`src/rtl/passcode_controller.sv`:
```
// Four-digit keypad passcode controller: entry, check, timed unlock, code change
// and timed lockout after repeated mismatches. Clocked from a 1 kHz tick.
module passcode_controller #(
    parameter logic [15:0] DEFAULT_CODE   = 16'h1234,
    parameter int unsigned UNLOCK_CYCLES  = 3000,
    parameter int unsigned LOCKOUT_CYCLES = 10000,
    parameter int unsigned MAX_FAIL       = 3
) (
    input  logic        clk1KHz,
    input  logic        reset_n,
    input  logic        key_valid,
    input  logic [3:0]  key_code,
    input  logic        clear,
    input  logic        set_req,
    output logic        unlocked,
    output logic        locked_out,
    output logic        fail_pulse,
    output logic [2:0]  digit_count,
    output logic [15:0] entry,
    output logic [2:0]  state
);

    typedef enum logic [2:0] {
        S_IDLE    = 3'd0,
        S_ENTRY   = 3'd1,
        S_CHECK   = 3'd2,
        S_OPEN    = 3'd3,
        S_NEWCODE = 3'd4,
        S_LOCKOUT = 3'd5
    } state_e;

    localparam logic [15:0] UNLOCK_LOAD  = 16'(UNLOCK_CYCLES - 1);
    localparam logic [15:0] LOCKOUT_LOAD = 16'(LOCKOUT_CYCLES - 1);
    localparam logic [2:0]  FAIL_LIMIT   = 3'(MAX_FAIL);

    state_e      state_q, state_d;
    logic [15:0] code_q, code_d;
    logic [15:0] entry_q, entry_d;
    logic [15:0] timer_q, timer_d;
    logic [2:0]  cnt_q, cnt_d;
    logic [2:0]  fail_q, fail_d;
    logic [15:0] shifted;

    assign shifted = {entry_q[11:0], key_code};

    always_ff @(posedge clk1KHz or negedge reset_n) begin
        if (!reset_n) begin
            state_q <= S_IDLE;
            code_q  <= DEFAULT_CODE;
            entry_q <= '0;
            timer_q <= '0;
            cnt_q   <= '0;
            fail_q  <= '0;
        end else begin
            state_q <= state_d;
            code_q  <= code_d;
            entry_q <= entry_d;
            timer_q <= timer_d;
            cnt_q   <= cnt_d;
            fail_q  <= fail_d;
        end
    end

    always_comb begin
        state_d = state_q;
        code_d  = code_q;
        entry_d = entry_q;
        timer_d = timer_q;
        cnt_d   = cnt_q;
        fail_d  = fail_q;
        case (state_q)
            S_IDLE, S_ENTRY: begin
                // clear has priority: a key arriving with clear is dropped
                if (clear) begin
                    state_d = S_IDLE;
                    entry_d = '0;
                    cnt_d   = '0;
                end else if (key_valid) begin
                    entry_d = shifted;
                    cnt_d   = cnt_q + 3'd1;
                    state_d = (cnt_q == 3'd3) ? S_CHECK : S_ENTRY;
                end
            end
            S_CHECK: begin
                entry_d = '0;
                cnt_d   = '0;
                if (entry_q == code_q) begin
                    state_d = S_OPEN;
                    fail_d  = '0;
                    timer_d = UNLOCK_LOAD;
                end else if (fail_q + 3'd1 == FAIL_LIMIT) begin
                    state_d = S_LOCKOUT;
                    fail_d  = '0;
                    timer_d = LOCKOUT_LOAD;
                end else begin
                    state_d = S_IDLE;
                    fail_d  = fail_q + 3'd1;
                end
            end
            S_OPEN: begin
                if (clear) begin
                    state_d = S_IDLE;
                    timer_d = '0;
                end else if (set_req) begin
                    state_d = S_NEWCODE;
                    entry_d = '0;
                    cnt_d   = '0;
                    timer_d = '0;
                end else if (timer_q == '0) begin
                    state_d = S_IDLE;
                end else begin
                    timer_d = timer_q - 16'd1;
                end
            end
            S_NEWCODE: begin
                if (clear) begin
                    state_d = S_IDLE;
                    entry_d = '0;
                    cnt_d   = '0;
                end else if (key_valid) begin
                    if (cnt_q == 3'd3) begin
                        code_d  = shifted;
                        entry_d = '0;
                        cnt_d   = '0;
                        state_d = S_IDLE;
                    end else begin
                        entry_d = shifted;
                        cnt_d   = cnt_q + 3'd1;
                    end
                end
            end
            S_LOCKOUT: begin
                if (timer_q == '0) begin
                    state_d = S_IDLE;
                end else begin
                    timer_d = timer_q - 16'd1;
                end
            end
            default: begin
                state_d = S_IDLE;
                entry_d = '0;
                cnt_d   = '0;
                timer_d = '0;
            end
        endcase
    end

    assign unlocked    = (state_q == S_OPEN) || (state_q == S_NEWCODE);
    assign locked_out  = (state_q == S_LOCKOUT);
    assign fail_pulse  = (state_q == S_CHECK) && (entry_q != code_q);
    assign digit_count = cnt_q;
    assign entry       = entry_q;
    assign state       = state_q;

endmodule

```
`config.mk`:
```
export PLATFORM = sky130hd
export DESIGN_NAME = passcode_controller
export DESIGN_NICKNAME = d
export VERILOG_FILES = /design/src/rtl/passcode_controller.sv
export SDC_FILE = /design/constraint.sdc
export NUM_CORES = 1
export LEC_CHECK = 0
export BUFFER_PORTS_ARGS = -buffer_cell sky130_fd_sc_hd__buf_4
export CAP_MARGIN = 40
export CORE_MARGIN = 1
export CORE_UTILIZATION = 65
export CTS_BUF_LIST = sky130_fd_sc_hd__clkbuf_8
export CTS_CLUSTER_SIZE = 8
export DETAILED_ROUTE_END_ITERATION = 6
export GPL_TIMING_DRIVEN = 0
export PLACE_DENSITY = 0.87
export SYNTH_ARGS = -nofsm -noshare
export SYNTH_HDL_FRONTEND = slang
export SYNTH_SLANG_ARGS = --single-unit
```
`constraint.sdc`:
```
create_clock -name clk1KHz -period 2.8 [get_ports clk1KHz]
set_input_delay 0.7 -clock clk1KHz [delete_from_list [all_inputs] [get_ports clk1KHz]]
set_output_delay 0.7 -clock clk1KHz [all_outputs]
set_load 0.01 [all_outputs]
```
==> flow_summary.json <==
{
  "diodes": 0,
  "setup_violations": 0,
  "dr.pass1.iters": 5,
  "drt_iter0_drc": 289,
  "internal_power_mw": 1.635,
  "area_growth_pct": 17.44,
  "ir_drop_mv": 0.4400,
  "crit_slowest_cell": "dfrtp_1",
  "cts_tree": "done",
  "p_seq_share_pct": 41.2,
  "wirelength_um": 6879,
  "syn_avg_cell_area_um2": 10.46,
  "final_hold_viol_count": 0,
  "fp.dieW_um": 69.84,
  "leakagePower_nw": 1.709,
  "syn_area_mm2": 0.002992,
  "clk_latency_ps": 340,
  "clkTransAtPathRegs_ps": 70,
  "tightest_slew_ps": 688.4,
  "pre_cts_ws_ps": 441.8,
  "async_reset_ff_share_pct": 100.0,
  "pin_count": 34,
  "place_congestion": 0.9191,
  "synthTopCellsByArea": "dfrtp_1 (43%), mux2_2 (6.4%), xor2_1 (4.7%), a22o_1 (4.4%), dfstp_2 (4.4%)",
  "die_h_um": 69.84,
  "path_cells": "xor2_1 -> nor4_2 -> nand4_1 -> nand2_2 -> inv_1 -> buf_4",
  "fin_ws_ps": 68.27,
  "synth-seq-cells": 57,
  "coreArea_mm2": 0.004384,
  "drc_errors": 0,
  "period_share_pct": 97.56,
  "grt_max_degree": 58,
  "antenna_found_initial": 0,
  "yosys.cell_types.count": 50,
  "port_buffers": 33,
  "cts_buffers": 9,
  "finalMaxSlewViolations": 0,
  "nNetsFinal": 347,
  "crit_fanout": 6,
  "relSlewSlack_pct": 54.11,
  "fmax_mhz": 366.1,
  "grt_setup_unrepaired": "false",
  "max-cap-violations": 0,
  "min_path_type": "primary input to asynchronous set/reset pin",
  "finClkSkew_ps": 7.483,
  "grt_overflow": 0,
  "cts_sinks": 57,
  "clock_path_buffers": 2,
  "endpoint_kind": "primary output",
  "hpwlAfterDp_um": 4521,
  "yosys-top-cells-count": "dfrtp_1 (52), nor2_1 (23), a21oi_1 (18), mux2_2 (17), xor2_1 (16)",
  "synth_edf_count": 0,
  "initial_core_util_pct": 68.24,
  "slowest_delay_ps": 450,
  "power_density_mw_per_mm2": 725.2,
  "yosysTopAreaCellShare_pct": 43.50,
  "vias": 2512,
  "grt_pass1_wl_um": 11480,
  "ys_warn_count": 0,
  "criticalPathCategory": "register to primary output",
  "p_switching_mw": 0.9130,
  "htreeDepth": 3,
  "crit_required_ps": 2100,
  "ctsHoldBuffers": 0,
  "tns_ps": 0,
  "seq_area_frac_synth_pct": 47.89,
  "grt_pass1_vias": 2442,
  "period_needed_ps": 2732,
  "synth_most_common_cell": "dfrtp_1",
  "vias_per_cell": 6.474,
  "ant_nets": 0,
  "syn-num-nets": 302,
  "worstPathArrival_ps": 2030,
  "yosys.area.top_type": "dfrtp_1",
  "die_area_mm2": 0.004878,
  "ys.flop_type": "dfrtp_1",
  "switching_share_pct": 35.83,
  "combPwrFrac_pct": 28.5,
  "drive_above_1_share_pct": 27.68,
  "status": "completed",
  "wl_per_cell_um": 17.73,
  "pwr-share-clk_pct": 30.3,
  "worst_setup_path_start_kind": "register",
  "clock-root-buffer": "clkbuf_8",
  "track_usage_pct": 30.37,
  "placementRows": 24,
  "synthCells": 286
}
## final timing paths
kind | startpoint | end | slack [ps] | cells after the start
setup / recovery | entry[9] | fail_pulse | 70 | 6
hold / removal | reset_n | state[0] | 380 | 1
setup reg to reg | entry[9] | timer_q[14] | 400 | 8
hold reg to reg | timer_q[15] | timer_q[15] | 480 | 1
max in group asynchronous | reset_n | code_q[1] | 1940 | 1
min in group clk1KHz | timer_q[15] | timer_q[15] | 480 | 1
## per-layer routing
metal / wire [µm] / up-vias / share of wire, % / track usage [%]
met5: 0 / - / 0 / 0
met4: 138 / 0 / 2.0 / 14.00
met3: 384 / 14 / 5.6 / 4.651
met2: 3474 / 115 / 51 / 50.96
met1: 2883 / 1238 / 42 / 38.76
li1: - / 1145 / - / -
## per-stage QoR
step	hold slack (ps)	power, mW	std cells	utilization (%)	area (µm²)
3_3_place_gp	461.7	1.722	371	75.37	3304
5_1_grt	458.3	2.671	388	80.14	3513
4_1_cts	430.3	2.521	387	79.85	3501
2_1_floorplan	404.4	1.533	286	-	2992
3_5_place_dp	481.4	1.756	371	75.37	3304
6_report	384.6	2.548	388	80.14	3513
## cell type report
class	instances	area, µm²
clock buffers	10	137.6
repair buffers	34	255.2
multi-input cells	208	1476
fillers	278	870.8
well taps	52	65.06
inverters	11	41.29
flip-flops and latches	57	1433
clock inverters	6	58.81
plain buffers	10	46.29
## cell usage in the layout, fill, tap and decap left out, types with 5 or more instances in the layout
| cell type | instances |
|---|---|
| buf_4 | 34 |
| nor2_1 | 22 |
| inv_1 | 12 |
| dfrtp_1 | 52 |
| buf_2 | 7 |
| o21ai_0 | 15 |
| o21ai_1 | 12 |
| nand2b_1 | 5 |
| xor2_1 | 16 |
| dfstp_2 | 5 |
| nand3_1 | 6 |
| a31oi_1 | 8 |
| mux2_2 | 17 |
| clkbuf_8 | 10 |
| ha_1 | 7 |
| a22o_1 | 15 |
| a21oi_1 | 18 |
| nand2_1 | 14 |
## critical path: cells and delay by family, from the launching register on
kind / cells / cell delay, ps
and+or+nand+nor: 3 / 720
buffers and inverters: 2 / 320
xor gates and xnor gates: 1 / 210
DFF: 1 / 450
## state kept, by name, indices dropped and copies added (netlist names)
register / cells
code_q: 16
entry: 16
timer_q: 16
digit_count: 3
fail_q: 3
state: 3
## what timing repair did
action,in CTS,in global routing
endpoints found under the setup margin,0,1
resized for setup,0,2
setup buffers,0,1
## logic make-up (layout without fill, tap and decap cells)
group,after synthesis,count (layout),share of synthesized area (%)
AOI/OAI and AO/OA,90,90,20.29
and+or+nand+nor,76,76,14.26
DFF,57,57,47.89
buffers and inverters,21,71,2.928
muxes,18,18,6.733
xor gates and xnor gates,17,17,4.977
adders and majority gates,7,7,2.928
## power groups by stage
stage	Clock (mW)	Combinational [mW]	Sequential (mW)
final	0.771	0.727	1.05
after global routing	0.800	0.807	1.06
after CTS	0.767	0.708	1.05
after detailed placement	0	0.698	1.06
after global placement	0	0.671	1.05
after floorplan	0	0.490	1.04
Note: power is estimated with default switching activity, not from simulation.
